$ cat src/rtl/cpu_pkg.sv
// cpu_pkg: shared definitions for the fetch stage.
//   - opcode constants used by the IMem predecode
//   - default bubble word, fetch state and next-PC action encodings
//   - 16->32 sign-extend helper for jump offsets
package cpu_pkg;

    localparam logic [5:0]  OP_J       = 6'b000001;
    localparam logic [5:0]  OP_BR_BASE = 6'b100000;  // branch family 1000xx
    localparam logic [31:0] NOP_WORD   = 32'd0;

    typedef enum logic [1:0] {
        ST_RUN,
        ST_BUBBLE,
        ST_HALT
    } fetch_state_t;

    // What the fetch stage does this cycle, as decided by if_next_pc.
    typedef enum logic [2:0] {
        ACT_SEQ,       // latch Instruction, PC+1
        ACT_LAST,      // latch Instruction at PROG_END, PC holds, go HALT
        ACT_JUMP,      // local jump: flush IR, PC <= PC+1+offset
        ACT_REDIRECT,  // execute redirect: flush IR, PC <= target
        ACT_HOLD,      // stall: everything holds
        ACT_IDLE       // halted: PC frozen, IR is a bubble
    } fetch_act_t;

    function automatic logic [31:0] sext16(input logic [15:0] v);
        return {{16{v[15]}}, v};
    endfunction

endpackage

$ cat src/rtl/if_next_pc.sv
// if_next_pc: combinational next-PC and action select for the fetch stage.
// Priority: redirect > halt > stall > jump > sequential (PROG_END -> hold).
// Ports:
//   pc_i              current fetch PC
//   halted_i          fetch state is HALT
//   redirect_valid_i  taken branch from execute
//   redirect_target_i branch target word address
//   stall_i           hazard stall
//   jump_i            jump predecode (already gated by the feature macro)
//   jump_off_i        Instruction[15:0], jump offset relative to PC+1
//   pc_d_o            next PC
//   act_o             action for the IF/ID register and state update
module if_next_pc
    import cpu_pkg::*;
#(
    parameter logic [31:0] PROG_END = 32'd31
) (
    input  logic [31:0] pc_i,
    input  logic        halted_i,
    input  logic        redirect_valid_i,
    input  logic [31:0] redirect_target_i,
    input  logic        stall_i,
    input  logic        jump_i,
    input  logic [15:0] jump_off_i,
    output logic [31:0] pc_d_o,
    output fetch_act_t  act_o
);

    always_comb begin
        act_o  = ACT_SEQ;
        pc_d_o = pc_i + 32'd1;
        if (redirect_valid_i) begin
            act_o  = ACT_REDIRECT;
            pc_d_o = redirect_target_i;
        end else if (halted_i) begin
            // HALT wins over stall so the IR stays a bubble while halted.
            act_o  = ACT_IDLE;
            pc_d_o = pc_i;
        end else if (stall_i) begin
            act_o  = ACT_HOLD;
            pc_d_o = pc_i;
        end else if (jump_i) begin
            act_o  = ACT_JUMP;
            pc_d_o = pc_i + 32'd1 + sext16(jump_off_i);
        end else if (pc_i == PROG_END) begin
            act_o  = ACT_LAST;
            pc_d_o = pc_i;
        end
    end

endmodule

$ cat src/rtl/if_fetch_stage.sv
// if_fetch_stage: instruction fetch stage in front of IMem.
// Owns the PC, the IF/ID register (IR, IR_PC, IR_Valid, IR_Branch) and the
// RUN/BUBBLE/HALT state. Next-PC selection lives in if_next_pc.
// Optional feature macro: JUMP_PREDECODE_EN
//   defined   - IMem jump predecode is resolved here with one bubble
//   undefined - jump is ignored; j flows to decode and execute redirects
// Ports:
//   clk, reset        clock, async active-high reset
//   Instruction       IMem word at PC
//   jump, branch      IMem predecode flags for Instruction
//   Stall             hold PC and IF/ID
//   RedirectValid/Target  taken branch from execute
//   PC                fetch address to IMem
//   IR, IR_PC, IR_Valid, IR_Branch  IF/ID register
//   Halted            fetch is in HALT
module if_fetch_stage #(
    parameter logic [31:0] RESET_PC = 32'd0,
    parameter logic [31:0] PROG_END = 32'd31,
    parameter logic [31:0] NOP_WORD = 32'd0
) (
    input  logic        clk,
    input  logic        reset,
    input  logic [31:0] Instruction,
    input  logic        jump,
    input  logic        branch,
    input  logic        Stall,
    input  logic        RedirectValid,
    input  logic [31:0] RedirectTarget,
    output logic [31:0] PC,
    output logic [31:0] IR,
    output logic [31:0] IR_PC,
    output logic        IR_Valid,
    output logic        IR_Branch,
    output logic        Halted
);

    import cpu_pkg::*;

    logic [31:0]  pc_q, pc_d;
    logic [31:0]  ir_q, ir_pc_q;
    logic         ir_valid_q, ir_branch_q, halted_q;
    fetch_state_t state_q, state_d;
    fetch_act_t   act;
    logic         jump_en;

`ifdef JUMP_PREDECODE_EN
    assign jump_en = jump;
`else
    logic unused_jump;
    assign jump_en     = 1'b0;
    assign unused_jump = jump;
`endif

    if_next_pc #(
        .PROG_END(PROG_END)
    ) u_next_pc (
        .pc_i              (pc_q),
        .halted_i          (state_q == ST_HALT),
        .redirect_valid_i  (RedirectValid),
        .redirect_target_i (RedirectTarget),
        .stall_i           (Stall),
        .jump_i            (jump_en),
        .jump_off_i        (Instruction[15:0]),
        .pc_d_o            (pc_d),
        .act_o             (act)
    );

    always_comb begin
        state_d = state_q;
        case (act)
            ACT_SEQ:                state_d = ST_RUN;
            ACT_LAST:               state_d = ST_HALT;
            ACT_JUMP, ACT_REDIRECT: state_d = ST_BUBBLE;
            default:                state_d = state_q;
        endcase
    end

    always_ff @(posedge clk or posedge reset) begin
        if (reset) begin
            pc_q        <= RESET_PC;
            ir_q        <= NOP_WORD;
            ir_pc_q     <= 32'd0;
            ir_valid_q  <= 1'b0;
            ir_branch_q <= 1'b0;
            halted_q    <= 1'b0;
            state_q     <= ST_RUN;
        end else begin
            pc_q     <= pc_d;
            state_q  <= state_d;
            halted_q <= (state_d == ST_HALT);
            case (act)
                ACT_SEQ, ACT_LAST: begin
                    ir_q        <= Instruction;
                    ir_pc_q     <= pc_q;
                    ir_valid_q  <= 1'b1;
                    ir_branch_q <= branch;
                end
                ACT_JUMP, ACT_REDIRECT, ACT_IDLE: begin
                    // Wrong-path / halted slot becomes a bubble.
                    ir_q        <= NOP_WORD;
                    ir_valid_q  <= 1'b0;
                    ir_branch_q <= 1'b0;
                end
                default: ;  // ACT_HOLD
            endcase
        end
    end

    assign PC        = pc_q;
    assign IR        = ir_q;
    assign IR_PC     = ir_pc_q;
    assign IR_Valid  = ir_valid_q;
    assign IR_Branch = ir_branch_q;
    assign Halted    = halted_q;

endmodule

$ cat config.mk
export PLATFORM = sky130hd
export DESIGN_NAME = if_fetch_stage
export DESIGN_NICKNAME = d
export VERILOG_FILES = /design/src/rtl/cpu_pkg.sv /design/src/rtl/if_next_pc.sv /design/src/rtl/if_fetch_stage.sv
export SDC_FILE = /design/constraint.sdc
export NUM_CORES = 1
export LEC_CHECK = 0
export ABC_AREA = 1
export CORE_MARGIN = 10
export CORE_UTILIZATION = 50
export DETAILED_ROUTE_END_ITERATION = 8
export GPL_ROUTABILITY_DRIVEN = 0
export PLACE_DENSITY = 0.85
export SYNTH_ARGS = -nofsm -noshare
export SYNTH_HDL_FRONTEND = slang
export SYNTH_SLANG_ARGS = --single-unit
$ cat constraint.sdc
create_clock -name clk -period 4.35 [get_ports clk]
set_input_delay 0.435 -clock clk [delete_from_list [all_inputs] [get_ports clk]]
set_output_delay 0.435 -clock clk [all_outputs]
set_load 0.02 [all_outputs]
==> impl_metrics.csv <==
group,metric,value,unit
finish,nNetsFinal,1016,
clock_tree,cts.clk_slew.worst_paths,110,ps
floorplanning,core,10400,µm²
setup_path,crit_family,"simple AND/OR/NAND/NOR gates",
synthesis,synth.top_cell.area_share,46.8,%
setup_path,critical-path-max-stage-delay,480,ps
sta,setup_viol,0,
grt,grt_pass1_wl,26.6,mm
detailed_routing,ant_nets,0,
pwr,seq_power_share,46.4,%
synthesis,async_reset_ff_share,100,%
clock_tree,clk-insertion-delay-late,370,ps
sta,relSlewSlack,42.8,%
clock_tree,cts_resized,0,
clock_tree,cts_sinks,101,
setup_path,critPathRequiredTime,4620,ps
finish,fill_cells,910,
setup_path,path_buf_inv,1,
synthesis,synth_flop_cell,"dfrtp_1",
clock_tree,clockRootBuffer,"clkbuf_8",
sta,fin_crit_sh,52.6,%
floorplanning,row_count,37,
setup_path,timing.rr.start,"PC[0]",
placement,place_area,7150,µm²
finish,drive_gt1_share,4.42,%
floorplanning,boundaryPins,169,
run_status,status,"completed",
pwr,p_clk_share,23.4,%
sta,setup_tns,0,ps
synthesis,synthCells,785,
synthesis,synth_top_area_cell,"dfrtp_1",
finish,utilization,70.5,%
synthesis,synth_cell_type_count,22,
detailed_routing,routed_wl,16.9,mm
grt,grt_overflow,0,
setup_path,cp.arrival,2560,ps
detailed_routing,drtIter0Drc,602,
detailed_routing,wl_per_cell,15.5,µm
clock_tree,cts_buffers,9,
job,max_cap_violations,0,
grt,grt_use_total,21.7,%
synthesis,synth.area.top_cells,"dfrtp_1, nand2_1, nor2_1",
synthesis,yosys_warnings,0,
setup_path,path_cells,"ha_1 -> nand2_2 -> nor2_1 -> nand2_1 -> inv_1 -> nand2_1 -> nand2_1 -> nand3_1 -> nand2_1 -> nand2_1",
setup_path,worstPathMaxFanout,6,
detailed_routing,drtPass1Iterations,5,
setup_path,startpoint_type,"register",
synthesis,seq_area_frac_synth,46.8,%
sta,worst_slew_pin_slew,857,ps
synthesis,yosysMostFrequentCell,"nand2_1",
synthesis,synth_top_cells_by_count,"nand2_1, nor2_1, dfrtp_1",
placement,portBuffers,167,
clock_tree,hold_buffers,0,
clock_tree,cts_tree,"built",
min_path,hp-class,"in -> async",
setup_path,r2r_cells,10,
setup_path,path_common_cell,"nand2_1",
placement,dp_hpwl,12.9,mm
floorplanning,start_util,51.8,%
grt,antenna_found_initial,0,
setup_path,setup.worst_path.end_class,"register",
sta,fmax,437,MHz
sta,clock_skew,14.2,ps
floorplanning,dieArea,15300,µm²
synthesis,synth-edff-count,0,
finish,final_area,7340,µm²
sta,rsz0062_at_grt,"false",
detailed_routing,via_per_inst,5.08,
sta,min_period,2290,ps
pwr,intPower,1590,µW
setup_path,crit_type,"reg -> reg",
grt,grt_pass1_vias,5161,
floorplanning,die_y,124,µm
synthesis,synth_area_per_cell,6.87,µm²
clock_tree,htreeDepth,3,
clock_tree,cts_setup_buffers,0,
pwr,powerDensity,339,nW/µm²
setup_path,cp_slowest_cell,"dfrtp_1",
floorplanning,die_w,124,µm
setup_path,regToRegSetupSlack,2060,ps
sta,slew_violations,0,
synthesis,synth_area,5400,µm²
pwr,irDropWorstVdd,195,µV
detailed_routing,drc,0,
sta,report.final.hold_viol_count,0,
pwr,swShare,35.9,%
synthesis,synth_fp_nets,856,
pwr,p_leak,0.00334,µW
finish,n_antenna_cell,0,
grt,grt_max_degree,64,
finish,area_growth_syn_to_layout,36.0,%
pwr,pwr-share-comb,30.2,%
clock_tree,clock_path_buffers,2,
setup_path,path_depth,10,
detailed_routing,num_vias,5515,
synthesis,ys_seq_elements,101,
setup_path,r2r-end,"PC[24]",
pwr,p_sw,894,µW
[routing by layer]
| layer | up-vias | GRT usage, % | wire, µm |
|---|---|---|---|
| met3 | 35 | 6.06 | 1800 |
| li1 | 2743 | - | - |
| met4 | 0 | 5.75 | 361 |
| met5 | - | 0 | 0 |
| met2 | 264 | 34.4 | 7650 |
| met1 | 2473 | 28.5 | 7050 |
[worst max-delay path by stage]
stage,slack (ps),to,from
6_report,2060,PC[24],PC[0]
5_1_grt,1890,PC[24],PC[0]
4_1_cts,2130,PC[24],PC[0]
3_5_place_dp,2020,PC[21],RedirectValid
3_3_place_gp,2080,PC[27],RedirectValid
2_1_floorplan,1270,Halted,reset
[cell families after synthesis]
| family | synth area share, % |
|---|---|
| compound gates | 8.53 |
| simple gates | 36.1 |
| flops | 46.8 |
| buf+inv | 8.33 |
| fa+ha+maj | 0.232 |
[power groups by stage]
stage / clock network [µW] / logic, µW / registers, µW
2_1_floorplan: 0 / 260 / 1280
3_3_place_gp: 0 / 746 / 1170
3_5_place_dp: 0 / 755 / 1170
4_1_cts: 596 / 759 / 1150
5_1_grt: 640 / 821 / 1170
6_report: 583 / 750 / 1150
[layout make-up]
class                      count  area (µm²)  area share [%]
sequential                   101        2530            34.4
multi-input combinational    577        2420            33.0
timing repair buffer         174        1720            23.5
inverter                      82         310            4.23
tap                          136         170            2.32
clock buffer                   9         124            1.69
clock inverter                 7        63.8           0.870
[per-stage QoR]
step | instances | total power, µW | worst slack, ps | hold WS [ps]
floorplan | 785 | 1540 | 1270 | 453
global placement | 1070 | 1910 | 2080 | 453
detailed placement | 1070 | 1930 | 2020 | 469
CTS | 1086 | 2510 | 2130 | 387
global route | 1086 | 2630 | 1890 | 407
finish | 1086 | 2490 | 2060 | 382
[flip-flops by register name, indices dropped and copies added (netlist names)]
register	count
PC	32
IR_Valid	1
state_q	2
IR	32
Halted	1
IR_Branch	1
IR_PC	32
[cell usage in the layout, fill, tap and decap left out]
cell	n
nand3_1	50
clkinv_2	1
or2_2	1
o21ai_1	2
nor2_1	116
o21ai_0	81
nand2_2	3
clkdlybuf4s50_1	167
nor2_2	4
inv_4	1
clkbuf_8	9
a21oi_1	2
o21ai_2	4
inv_8	3
nand2_4	1
inv_2	3
inv_1	78
nand2_1	302
clkinv_4	1
buf_4	7
nor2_4	2
dfrtp_1	101
nand4_1	2
ha_1	1
nor3_1	6
clkinvlp_4	1
inv_6	1
No activity file was read; power rests on OpenSTA's default activity.
